**config.mk**
```make
export PLATFORM = sky130hd
export DESIGN_NAME = hbridge_deadtime
export DESIGN_NICKNAME = d
export VERILOG_FILES = /design/src/rtl/dsm_pkg.sv /design/src/rtl/sat_counter.sv /design/src/rtl/hbridge_deadtime.sv
export SDC_FILE = /design/constraint.sdc
export NUM_CORES = 1
export LEC_CHECK = 0
export CAP_MARGIN = 20
export CORE_ASPECT_RATIO = 1.1
export CORE_MARGIN = 5
export CORE_UTILIZATION = 59
export CTS_BUF_LIST = sky130_fd_sc_hd__clkbuf_8
export DETAILED_ROUTE_END_ITERATION = 8
export PLACE_DENSITY = 0.91
export SYNTH_ARGS = -nofsm -noshare
export SYNTH_HDL_FRONTEND = slang
export SYNTH_HIERARCHICAL = 1
export SYNTH_SLANG_ARGS = --single-unit
```
**constraint.sdc**
```tcl
create_clock -name clock -period 4.2 [get_ports clock]
set_input_delay 0.84 -clock clock [delete_from_list [all_inputs] [get_ports clock]]
set_output_delay 0.84 -clock clock [all_outputs]
set_load 0.01 [all_outputs]
```
**src/rtl/dsm_pkg.sv**
```systemverilog
// Shared definitions for the delta-sigma output path: ternary codes, bridge
// FSM states and the H-bridge gate vectors, ordered {AH, AL, BH, BL}.
package dsm_pkg;

    localparam logic [1:0] CODE_ZERO = 2'b00;
    localparam logic [1:0] CODE_POS  = 2'b01;
    localparam logic [1:0] CODE_INV  = 2'b10;
    localparam logic [1:0] CODE_NEG  = 2'b11;

    typedef enum logic [1:0] {
        ST_OFF   = 2'd0,
        ST_DEAD  = 2'd1,
        ST_DRIVE = 2'd2
    } bridge_state_e;

    localparam logic [3:0] GATES_OFF  = 4'b0000;
    localparam logic [3:0] GATES_POS  = 4'b1001;  // AH + BL
    localparam logic [3:0] GATES_NEG  = 4'b0110;  // AL + BH
    localparam logic [3:0] GATES_ZERO = 4'b0101;  // AL + BL, low-side freewheel

    function automatic logic [1:0] sanitize_code(input logic [1:0] code);
        return (code == CODE_INV) ? CODE_ZERO : code;
    endfunction

    function automatic logic [3:0] gate_vec(input logic [1:0] code);
        case (code)
            CODE_POS: return GATES_POS;
            CODE_NEG: return GATES_NEG;
            default:  return GATES_ZERO;
        endcase
    endfunction

endpackage

```
**src/rtl/sat_counter.sv**
```systemverilog
// Saturating up-counter: holds at all-ones, synchronous clear has priority.
module sat_counter #(
    parameter int W = 16
) (
    input  logic         clock,
    input  logic         clr_i,
    input  logic         inc_i,
    output logic [W-1:0] count_o
);

    logic [W-1:0] count_q;

    always_ff @(posedge clock) begin
        if (clr_i)
            count_q <= '0;
        else if (inc_i && (count_q != {W{1'b1}}))
            count_q <= count_q + W'(1);
    end

    assign count_o = count_q;

endmodule

```
**src/rtl/hbridge_deadtime.sv**
```systemverilog
// H-bridge gate driver for the ternary modulator code: dead-time insertion on
// every level change, sticky fault shutdown and an illegal-code counter.
module hbridge_deadtime
    import dsm_pkg::*;
#(
    parameter int DEAD_CYCLES = 4,
    parameter int CNT_W       = 8,
    parameter int ERR_W       = 16
) (
    input  logic             clock,
    input  logic             reset,
    input  logic             enable,
    input  logic             fault,
    input  logic [1:0]       pwm_code,
    output logic             gate_ah,
    output logic             gate_al,
    output logic             gate_bh,
    output logic             gate_bl,
    output logic [1:0]       applied_code,
    output logic             busy,
    output logic             fault_latched,
    output logic [ERR_W-1:0] invalid_cnt
);

    localparam logic [CNT_W-1:0] DEAD_LOAD = CNT_W'(DEAD_CYCLES);

    bridge_state_e    state_q, state_d;
    logic [CNT_W-1:0] cnt_q, cnt_d;
    logic [1:0]       applied_q, applied_d;
    logic [3:0]       gates_q, gates_d;
    logic             fault_q, fault_d;
    logic             busy_q;
    logic [1:0]       code_s;

    assign code_s = sanitize_code(pwm_code);

    always_comb begin
        state_d   = state_q;
        cnt_d     = cnt_q;
        applied_d = applied_q;
        fault_d   = fault_q | fault;

        if (fault || fault_q || !enable) begin
            state_d   = ST_OFF;
            cnt_d     = '0;
            applied_d = CODE_ZERO;
        end else begin
            case (state_q)
                ST_OFF: begin
                    state_d   = ST_DEAD;
                    cnt_d     = DEAD_LOAD;
                    applied_d = CODE_ZERO;
                end
                ST_DEAD: begin
                    // Only the code present at the expiry edge is taken.
                    if (cnt_q <= CNT_W'(1)) begin
                        state_d   = ST_DRIVE;
                        cnt_d     = '0;
                        applied_d = code_s;
                    end else begin
                        cnt_d = cnt_q - CNT_W'(1);
                    end
                end
                ST_DRIVE: begin
                    if (code_s != applied_q) begin
                        state_d   = ST_DEAD;
                        cnt_d     = DEAD_LOAD;
                        applied_d = CODE_ZERO;
                    end
                end
                default: begin
                    state_d   = ST_OFF;
                    cnt_d     = '0;
                    applied_d = CODE_ZERO;
                end
            endcase
        end

        // Gates follow the next state so they switch on the same edge.
        gates_d = (state_d == ST_DRIVE) ? gate_vec(applied_d) : GATES_OFF;
    end

    always_ff @(posedge clock) begin
        if (reset) begin
            state_q   <= ST_OFF;
            cnt_q     <= '0;
            applied_q <= CODE_ZERO;
            gates_q   <= GATES_OFF;
            fault_q   <= 1'b0;
            busy_q    <= 1'b0;
        end else begin
            state_q   <= state_d;
            cnt_q     <= cnt_d;
            applied_q <= applied_d;
            gates_q   <= gates_d;
            fault_q   <= fault_d;
            busy_q    <= (state_d == ST_DEAD);
        end
    end

    sat_counter #(.W(ERR_W)) u_invalid_cnt (
        .clock   (clock),
        .clr_i   (reset),
        .inc_i   (pwm_code == CODE_INV),
        .count_o (invalid_cnt)
    );

    assign {gate_ah, gate_al, gate_bh, gate_bl} = gates_q;
    assign applied_code  = applied_q;
    assign busy          = busy_q;
    assign fault_latched = fault_q;

endmodule

```
==> results.md, run 1 <==
- Area fraction in and, or, nand and nor cells after synthesis: 0.326
- Standard-cell rows: 21
- Number of nets in the final layout: 254
- Unique cell type count in the Yosys netlist: 53
- Required time at the worst-slack endpoint: 4.38 ns
- Area of the mapped netlist: 1860 µm²
- Number of input and output port buffers inserted: 29
- Final setup violation count: 0
- CTS resizes: 0
- Share of the synthesized area in compound gates (AO/OA/AOI/OAI): 0.161
- Worst slack on hold paths: 0.536 ns
- Count of yosys warnings during synthesis: 6
- Worst VDD drop: 0.000260 V
- CTS sink cnt: 34
- Number of inserted filler cells in the final layout: 217
- DRT antenna net count: 0
- Final-report hold violation count: 0
- Die height: 68.9 µm
- Main combinational cell family by area after synthesis: simple AND/OR/NAND/NOR gates
- Slew at the pin with the worst max-slew slack: 0.865 ns
- Synthesized-area fraction occupied by xor and xnor cells: 0.0423
- CTS buffer count: 5
- Number of flops mapped to enable cells by yosys: 0
- Overall fraction of global-route tracks in use: 0.206
- 1st-iter DRT viols: 83
- Area delta synth->final: 21.1%
- Share of synthesized area occupied by flip-flops and latches: 0.365
- Wire length of the first global-routing pass: 7.16 mm
- Drt total wl: 4.17 mm
- TritonCTS clock tree: done
- Net count of the mapped netlist: 224
- Clock Pin Slew Worst Setup and Hold Paths: 0.07 ns
- Detailed placement HPWL: 2.92 mm
- Die ar.: 4380 µm²
- Setup Fix Bufs, Post-CTS: 0
- Post-DR vias/cell: 6.17
- Setup TNS: 0 ns
- Antenna violations before repair: 0
- Std-Cell Core Area: 3050 µm²
- Pins Over Slew Limit: 0
- Share of the synthesized area in the top cell type: 0.365
- Hold EP: u_invalid_cnt/count_o[15]
- Share of the cycle needed by the critical path after routing: 0.641
- Reg2Reg Capture Point: cnt_q[4]
- Met3 capacity usage during global routing: 0.0567
- Most frequent cell after synthesis: sky130_fd_sc_hd__dfxtp_1
- Proportion of synthesized area in mux cells: 0.0168
- Total DRC errors in the routed layout: 0
- Top area cells in the synthesized netlist: sky130_fd_sc_hd__dfxtp_1 (37%), sky130_fd_sc_hd__ha_1 (5.4%), sky130_fd_sc_hd__nor2_1 (4.6%), sky130_fd_sc_hd__a21oi_1 (3.8%), sky130_fd_sc_hd__xnor2_1 (3.8%)
- Number of H-tree branching levels: 2
- Worst reg2reg path startpoint: state_q[0]
- Highest achievable clock rate: 371 MHz
- Most crowded layer after global routing: met2
- Maximum fanout along the worst path: 11
- CTS max path bufs: 2
- Worst skew pair latency: 0.29 ns
- Worst setup EP type: flop
- Synth Flop Type: sky130_fd_sc_hd__dfxtp_1
- Number of vias after detailed routing: 1,698
- Area leader, netlist: sky130_fd_sc_hd__dfxtp_1
- Via count of the first global-routing pass: 1,592
- Detailed-route wire length per cell: 15.2 µm
- Largest net degree at the start of global routing: 25
- HP Start: u_invalid_cnt/count_o[15]
- Fraction of layout cells with a size suffix above 1: 0.0788
- Arrival time worst endpoint: 2.87 ns
- Path depth of the worst reg2reg path: 7
- Number of buffers added to fix hold violations after cts: 0
- Initial Util: 0.611
- Class of the most critical hold timing path: reg -> reg
- Final Wtd Congestion: 0.822
- Most common library cells after synthesis: sky130_fd_sc_hd__dfxtp_1 (34), sky130_fd_sc_hd__nor2_1 (23), sky130_fd_sc_hd__a21oi_1 (14), sky130_fd_sc_hd__nand2_1 (11), sky130_fd_sc_hd__inv_1 (9)
- Clk root buf: sky130_fd_sc_hd__clkbuf_8
- Result of the run: finished clean
- Average size of a mapped cell: 8.87 µm²
- Total power consumption of the routed design: 0.617 mW
- Launching element type of the critical path: input pin
- Diodes inserted: 0
- Horizontal extent of the die: 63.6 µm
- Met1 GRT Util: 0.251
- Critical setup path kind: in -> reg
- Power density cells: 274 nW/µm²
- Crit path time final: 2.69 ns
- Total instance count after detailed placement: 267
- Share of synthesized registers carrying an async set or reset: 0
- Global Route met2 Usage: 0.338
- Arithmetic-cell share of the synthesized area counting full adders, half adders and majority gates: 0.0537
- Total leakage power: 0.838 nW
- Overflow left after global routing: 0
- Final clock skew: 0.00930 ns
- Number of register bits inferred by synthesis: 34
- Instance count along the most critical hold path: 2
- Post-route insts no fill: 275
- Setup repair after global routing missed its margin: false
- I/O Pins: 30
- Minimum setup slack among reg-to-reg paths: 1.91 ns
- Worst slew slack as a fraction of its limit: 0.421
- TritonRoute pass-1 iters: 4
- Max-cap check violation count: 0
- Number of instances in the synthesized netlist: 210
logic make-up after synthesis:
kind of cell | after synthesis
XOR/XNOR | 9
adder cells (fa/ha/maj) | 8
AND/OR/NAND/NOR | 98
AO/OA/AOI/OAI | 43
buffers and inverters | 15
flip-flops | 34
multiplexers | 3
how the worst max path moves through the flow:
stage,start,end,slack (ns),depth (start not counted)
2_1_floorplan,pwm_code[0],cnt_q[4],2.01,6
3_3_place_gp,pwm_code[1],u_invalid_cnt/count_o[11],1.37,5
3_5_place_dp,pwm_code[0],u_invalid_cnt/count_o[11],1.29,5
4_1_cts,pwm_code[1],u_invalid_cnt/count_o[11],1.55,5
5_1_grt,pwm_code[0],u_invalid_cnt/count_o[11],1.34,5
6_report,pwm_code[0],u_invalid_cnt/count_o[11],1.51,5
cells in the final DEF (no fill, tap or decap), drive strengths merged, types with 3 or more instances in the layout:
| cell | instances |
|---|---|
| clkdlybuf4s50 | 29 |
| nor2 | 23 |
| dfxtp | 34 |
| nor3 | 6 |
| and3 | 3 |
| nand3 | 8 |
| inv | 10 |
| and4 | 4 |
| nor4 | 7 |
| nand4 | 6 |
| clkbuf | 6 |
| nor2b | 5 |
| nand2 | 12 |
| o31ai | 6 |
| xnor2 | 8 |
| o21ai | 7 |
| a21oi | 14 |
| or4 | 11 |
| or3 | 4 |
| ha | 8 |
sequential cells by signal (all words and copies together), names as in the netlist:
register	cells
applied_code	2
u_invalid_cnt/count_o	16
gates_q	4
busy	1
fault_latched	1
state_q	2
cnt_q	8
area by class of cell:
type,instances,area (µm²),area share
clock buffer,6,82.6,0.0366
clock inverter,2,8.76,0.00388
inverter,9,33.8,0.0150
multi-input combinational,161,1120,0.495
sequential,34,681,0.302
tap,34,42.5,0.0189
timing repair buffer,29,290,0.129
report_power, final:
part | leakage [nW] | switching (mW) | internal (mW)
Clock | 0.0524 | 0.121 | 0.130
Sequential | 0.275 | 0.00355 | 0.325
Combinational | 0.511 | 0.0200 | 0.0179
Total | 0.838 | 0.144 | 0.473
critical path, cell delays in order:
cell,delay (ns)
sky130_fd_sc_hd__clkdlybuf4s50_1,0.50
sky130_fd_sc_hd__nor2b_1,0.44
sky130_fd_sc_hd__nand2_1,0.35
sky130_fd_sc_hd__nor4bb_1,0.37
sky130_fd_sc_hd__mux2_2,0.37
stage by stage:
step                      cell area (µm²)  utilization  worst slack (ns)
after floorplan                      1860            -              2.01
after global placement               2160        0.710              1.37
after detailed placement             2160        0.710              1.29
after CTS                            2260        0.740              1.55
after global routing                 2260        0.740              1.34
final                                2260        0.740              1.51
per-layer routing:
metal	vias to the layer above	routed length, µm
met1	782	1880
met4	0	100
met2	57	1960
li1	846	-
met3	13	229
met5	-	0
(Power assumes the default switching activity.)
==> run 2: changes to the inputs <==
Settings changed: CORE_UTILIZATION 59 to 50, PLACE_DENSITY 0.91 to 0.82.
Clock period 4.2 ns to 2.27 ns, I/O delays scaled along.
==> run 2 against run 1 <==
  * Combinational power is 110% higher
  * Sequential share of layout area shrank 1.7 points
  * Register-to-register slack worse by 1.7 ns
  * Count of clock-buffer cells in the layout did not move
  * Core utilization shrank 8.2 points
  * Die area up 15%
  * Sequential power grew 84%
  * Worst setup slack got worse by 1.3 ns
  * Critical path depth increased by 2
  * Wire length rose by 9.6%
  * Critical path type is now reg -> reg
  * Hold slack got worse by 0.0066 ns
==> results.md, run 2 (same netlist as run 1, synthesis figures left out) <==
- Wire length of the first global-routing pass: 7.82 mm (was 7.16 mm)
- Worst reg2reg path startpoint: cnt_q[0] (was state_q[0])
- Result of the run: finished clean (unchanged)
- Final clock skew: 0.00805 ns (was 0.00930 ns)
- Highest achievable clock rate: 475 MHz
- Number of vias after detailed routing: 1,766 (was 1,698)
- Met3 wire length: 187 µm (was 229 µm)
- Setup Fix Bufs, Post-CTS: 0 (unchanged)
- Post-route insts no fill: 305 (was 275)
- Setup repair after global routing missed its margin: false (unchanged)
- Crit path time final: 2.10 ns
- Final worst slack: 0.165 ns (was 1.51 ns)
- I/O Pins: 30 (unchanged)
- Detailed placement HPWL: 3.33 mm (was 2.92 mm)
- Slew at the pin with the worst max-slew slack: 0.497 ns (was 0.865 ns)
- Antenna violations before repair: 0 (unchanged)
- Worst setup startpoint: cnt_q[0] (was pwm_code[0])
- TritonRoute pass-1 iters: 4 (unchanged)
- Total instance count after detailed placement: 299 (was 267)
- Routed length on met2: 2.34 mm (was 1.96 mm)
- Detailed-route wire length per cell: 15.0 µm (was 15.2 µm)
- Area delta synth->final: 28.1% (was 21.1%)
- CTS sink cnt: 34 (unchanged)
- Number of input and output port buffers inserted: 29 (unchanged)
- Number of nets in the final layout: 270 (was 254)
- Buffers & Inverters on Critical Path: 1 (unchanged)
- Stage delay of the slowest cell on the critical path: 0.52 ns (was 0.50 ns)
- Worst slack on hold paths: 0.529 ns (was 0.536 ns)
- CTS buffer count: 5 (unchanged)
- Total placed instance area: 2300 µm² (was 2160 µm²)
- Max-cap check violation count: 0 (unchanged)
- Slowest-stage cell, CP: sky130_fd_sc_hd__a2111oi_0 (was sky130_fd_sc_hd__clkdlybuf4s50_1)
- Clk root buf: sky130_fd_sc_hd__clkbuf_8 (unchanged)
- Fraction of layout cells with a size suffix above 1: 0.133 (was 0.0788)
- CTS max path bufs: 2 (unchanged)
- Number of buffers added to fix hold violations after cts: 0 (unchanged)
- Summed area of non-filler cells in the final layout: 2390 µm² (was 2260 µm²)
- Largest net degree at the start of global routing: 20 (was 25)
- Std-Cell Core Area: 3630 µm² (was 3050 µm²)
- Total DRC errors in the routed layout: 0 (unchanged)
- Total leakage power: 0.907 nW (was 0.838 nW)
- Post-DR vias/cell: 5.79 (was 6.17)
- Drt total wl: 4.57 mm (was 4.17 mm)
- Worst skew pair latency: 0.28 ns (was 0.29 ns)
- Launching element type of the critical path: flop (was input pin)
- Final setup violation count: 0 (unchanged)
- CTS resizes: 0 (unchanged)
- TritonCTS clock tree: done (unchanged)
- Overflow left after global routing: 0 (unchanged)
- Worst setup EP type: flop (unchanged)
- Power density cells: 470 nW/µm² (was 274 nW/µm²)
- Flip-flop count of the largest register after layout: 16 (unchanged)
- 1st-iter DRT viols: 72 (was 83)
- Final Wtd Congestion: 0.792 (was 0.822)
- Horizontal extent of the die: 68.2 µm (was 63.6 µm)
- Worst VDD drop: 0.000310 V (was 0.000260 V)
- Worst slack at placement: -0.0366 ns (was 1.29 ns)
- Diodes inserted: 0 (unchanged)
- Share of the cycle needed by the critical path after routing: 0.927
- Initial Util: 0.514 (was 0.611)
- Minimum setup slack among reg-to-reg paths: 0.17 ns (was 1.91 ns)
- Via count of the first global-routing pass: 1,818 (was 1,592)
- Critical setup path kind: reg -> reg (was in -> reg)
- Pins Over Slew Limit: 0 (unchanged)
- Number of H-tree branching levels: 2 (unchanged)
- Clock Pin Slew Worst Setup and Hold Paths: 0.07 ns (about the same)
- Die ar.: 5050 µm² (was 4380 µm²)
- CP top delay family: simple AND/OR/NAND/NOR gates (unchanged)
- Overall fraction of global-route tracks in use: 0.200 (was 0.206)
- Most common cell after layout, fill and taps aside: sky130_fd_sc_hd__dfxtp_1 (unchanged)
- Worst slew slack as a fraction of its limit: 0.660 (was 0.421)
- Total power consumption of the routed design: 1.12 mW (was 0.617 mW)
- Standard-cell rows: 23 (was 21)
- Die height: 74.0 µm (was 68.9 µm)
- Top routing layer used: met4 (unchanged)
- Chain of cells forming the critical path: inv_1 > ha_1 > nor2_1 > or4_4 > nand3_1 > a2111oi_0 > nor2b_1 (was clkdlybuf4s50_1 > nor2b_1 > nand2_1 > nor4bb_1 > mux2_2)
- Arrival time worst endpoint: 2.33 ns (was 2.87 ns)
- Maximum fanout along the worst path: 4 (was 11)
- Required time at the worst-slack endpoint: 2.49 ns (was 4.38 ns)
- HP Start: u_invalid_cnt/count_o[1] (was u_invalid_cnt/count_o[15])
- Most used cells in the layout excluding fill and tap cells: sky130_fd_sc_hd__dfxtp_1 (34), sky130_fd_sc_hd__clkdlybuf4s50_1 (29), sky130_fd_sc_hd__nor2_1 (23) (unchanged)
- Class of the most critical hold timing path: reg -> reg (unchanged)
- Metal1 wirelength: 1.98 mm (was 1.88 mm)
- Final-report hold violation count: 0 (unchanged)
- DRT antenna net count: 0 (unchanged)
==> run 2: changes by cell type in the layout (fill, tap and decap cells not counted), sizes merged <==
cell	previous run	this run
clkinv	1	0
buf	0	16
inv	10	9
==> run 2: final cells by class <==
class                           instances  area [µm²]
Fill cell                             323        1240
Multi-Input combinational cell        161        1120
Sequential cell                        34         681
Timing Repair Buffer                   45         410
Clock buffer                            6        82.6
Tap cell                               50        62.6
Inverter                                9        33.8
==> run 2: power breakdown <==
| group | total [mW] | internal (mW) | leakage [nW] | switching, mW |
|---|---|---|---|---|
| Sequential | 0.606 | 0.602 | 0.275 | 0.00433 |
| Clock | 0.435 | 0.234 | 0.0431 | 0.202 |
| Combinational | 0.0808 | 0.0394 | 0.589 | 0.0414 |
| Total | 1.12 | 0.875 | 0.907 | 0.247 |
==> run 2: metrics by stage <==
stage	setup TNS, ns	util
after floorplan	0	-
after global placement	0	0.636
after detailed placement	-0.0418	0.636
after CTS	0	0.658
after global routing	0	0.658
final	0	0.658
==> run 2: worst paths after layout <==
| path | endpoint | depth (start not counted) |
|---|---|---|
| min | u_invalid_cnt/count_o[1] | 2 |
| max reg2reg | busy | 7 |
| max | busy | 7 |
| min reg2reg | u_invalid_cnt/count_o[1] | 2 |
==> run 2: metal layers <==
metal,vias to the layer above,track usage
met5,-,0
met4,0,0.0927
met2,39,0.344
met1,843,0.228
met3,8,0.0514
li1,876,-
==> run 2: worst reg2reg max path, delay by kind of cell (launching register included) <==
family | cells | cell delay, ns
and+or+nand+nor | 4 | 0.84
AOI/OAI and AO/OA | 1 | 0.52
DFF | 1 | 0.38
adders and majority gates | 1 | 0.24
buffers and inverters | 1 | 0.09
==> patch (flow settings as in run 2) <==
The parameter `ERR_W` goes from 16 to 18.
--- a/src/rtl/hbridge_deadtime.sv
+++ b/src/rtl/hbridge_deadtime.sv
@@ -5,7 +5,7 @@
 #(
     parameter int DEAD_CYCLES = 4,
     parameter int CNT_W       = 8,
-    parameter int ERR_W       = 16
+    parameter int ERR_W       = 18
 ) (
     input  logic             clock,
     input  logic             reset,
Interface: changed (resized invalid_cnt); port bits go from 30 to 32. The function was not compared with the original's and may differ.
==> patch against run 2 <==
Sequential cell count up 2; maximum frequency down 4.0%; total power rose by 2.4%; combinational power rose by 10%; count of clock-buffer cells in the layout is 1 lower; final cell count increased by 7.9%; clock power fell by 4%; first-iteration DRC count grew 6.9%; area after synthesis increased by 8.2%; routed wire length grew 2.2%; worst setup slack worse by 0.087 ns; clock skew fell by 0.0046 ns; design area increased by 8.3%; largest power group unchanged; highest routed layer unchanged.
==> patch: results (changes against run 2) <==
Status
The flow ran to the end, and the final reports show no timing, DRC or antenna violations.

Critical path
The worst-path cell with the longest stage delay is sky130_fd_sc_hd__or4_4. The largest stage delay on the critical path is 0.59 ns (+0.07 ns). The startpoint of the lowest-slack register-to-register path is cnt_q[3]. The worst reg2reg path depth came to 5 (-2). The largest driver fanout on the critical path came to 6 (+2). The worst setup path endpoint is u_invalid_cnt/count_o[15]. The data arrival time of the critical path is 2.36 ns (+0.03 ns).

Place
The half-perimeter wire length after placement is 3544 um (+6.5%). The count of placed standard cells including taps was 322 (+7.7%). The count of input and output buffers came to 31 (+6.9%).

The cell area reported after detailed placement is 0.002477 sq mm (+7.5%). The routability congestion estimate from global placement is 0.8224 (+3.9%).

Synthesis
The multiplexer share of the synthesized area is 5.462% (+3.8 points). In the synthesized netlist, the cells that appear most often are sky130_fd_sc_hd__dfxtp_1, sky130_fd_sc_hd__nor2_1, sky130_fd_sc_hd__nand2_1, sky130_fd_sc_hd__inv_1. The number of distinct library cells after synthesis is 56 (+5.7%). The arithmetic-cell share of the synthesized area counting full adders, half adders and majority gates was 4.966% (-0.41 points). The synthesized netlist net count is 243 (+8.5%). The portion of the post-synthesis area used by sequential elements was 35.75% (-0.78 points). The xor and xnor fraction of the mapped netlist area was 3.042% (-1.2 points). The area fraction in compound gates after synthesis was 14.59% (-1.5 points). By area the synthesized netlist is led by sky130_fd_sc_hd__dfxtp_1, sky130_fd_sc_hd__nor2_1, sky130_fd_sc_hd__ha_1, sky130_fd_sc_hd__mux2_1, sky130_fd_sc_hd__nor2b_1.

Routing
The number of vias per cell after detailed routing came to 5.632 (-2.7%).

Global route
The maximum number of pins on one net before global-route repair was 28 (+40%). The overall global routing resource usage came to 18.21% (-1.8 points). The via count of the first global-routing pass is 1822 (+0.22%). The first-pass GRT wire length is 7983 um (+2.0%).

Power
The worst ir drop on vdd is 0.3432 mV (+11%). The cell leakage power came to 1.020 nW (+13%).

STA
The pin slew with the least headroom to its limit is 0.6087 ns (+0.1115 ns). The worst clock skew on the final layout is 0.003480 ns (-0.004570 ns).

Finish
The number of flip-flops under the largest register name came to 18 (+2). The share of layout cells above drive strength 1 is 13.72% (+0.39 points). The fill cell total of the finished layout is 354 (+9.6%). The number of nets in the layout is 291 (+7.8%).

Clock network
The post-cts resize count is 1 (+1).
patch: cell count changes in the layout (fill, tap and decap cells not counted), moves of 3 or more:
cell,delta
sky130_fd_sc_hd__a211oi_1,+3
sky130_fd_sc_hd__a21oi_1,-3
sky130_fd_sc_hd__and4_1,-3
sky130_fd_sc_hd__inv_1,+4
sky130_fd_sc_hd__mux2_1,+8
sky130_fd_sc_hd__nand2_1,+4
sky130_fd_sc_hd__nor2_1,+4
sky130_fd_sc_hd__nor2b_1,+5
sky130_fd_sc_hd__o31ai_1,-5
sky130_fd_sc_hd__or4_1,-5
patch: cell type report:
cell class / count / area (sq um) / share of cell area (%)
inverters: 12 / 45.04 / 1.742
flip-flops and latches: 36 / 720.7 / 27.88
clock buffers: 5 / 68.82 / 2.662
multi-input cells: 176 / 1254 / 48.50
well taps: 52 / 65.06 / 2.517
repair buffers: 46 / 422.9 / 16.36
clock inverters: 2 / 8.758 / 0.3388
patch: power breakdown:
group / internal, mW / leakage, nW / switching [mW]
Sequential: 0.637 / 0.291 / 0.00492
Combinational: 0.0440 / 0.684 / 0.0452
Clock: 0.204 / 0.0452 / 0.215
patch: worst min-delay path by stage:
| stage | slack [ns] | cells past startpoint | endpoint | start |
|---|---|---|---|---|
| 6_report | 0.52 | 2 | u_invalid_cnt/count_o[1] | u_invalid_cnt/count_o[1] |
| 5_1_grt | 0.56 | 2 | u_invalid_cnt/count_o[12] | u_invalid_cnt/count_o[12] |
| 3_5_place_dp | 0.51 | 2 | u_invalid_cnt/count_o[1] | u_invalid_cnt/count_o[1] |
| 3_3_place_gp | 0.51 | 2 | u_invalid_cnt/count_o[1] | u_invalid_cnt/count_o[1] |
| 2_1_floorplan | 0.49 | 2 | cnt_q[5] | cnt_q[5] |
| 4_1_cts | 0.52 | 2 | u_invalid_cnt/count_o[1] | u_invalid_cnt/count_o[1] |
patch: logic make-up (layout without fill, tap and decap cells):
family,Yosys count,in the layout
XOR/XNOR,7,7
multiplexers,10,10
adder cells (fa/ha/maj),8,8
AND/OR/NAND/NOR,110,110
flip-flops,36,36
buffers and inverters,17,65
AO/OA/AOI/OAI,41,41
patch: per-layer routing:
layer | track usage [%] | up-vias | share of wire (%)
met4 | 7.895 | 0 | 1.6
met3 | 4.881 | 8 | 3.1
li1 | - | 932 | -
met2 | 32.68 | 31 | 52
met5 | 0 | - | 0
met1 | 19.76 | 882 | 44
patch: worst register-to-register path, cell delays in order (launching register included):
cell and delay [ns]:
sky130_fd_sc_hd__dfxtp_1 0.34, sky130_fd_sc_hd__or4_4 0.58, sky130_fd_sc_hd__or4_4 0.53, sky130_fd_sc_hd__a41oi_2 0.20, sky130_fd_sc_hd__nand3_2 0.13, sky130_fd_sc_hd__nor3b_1 0.22
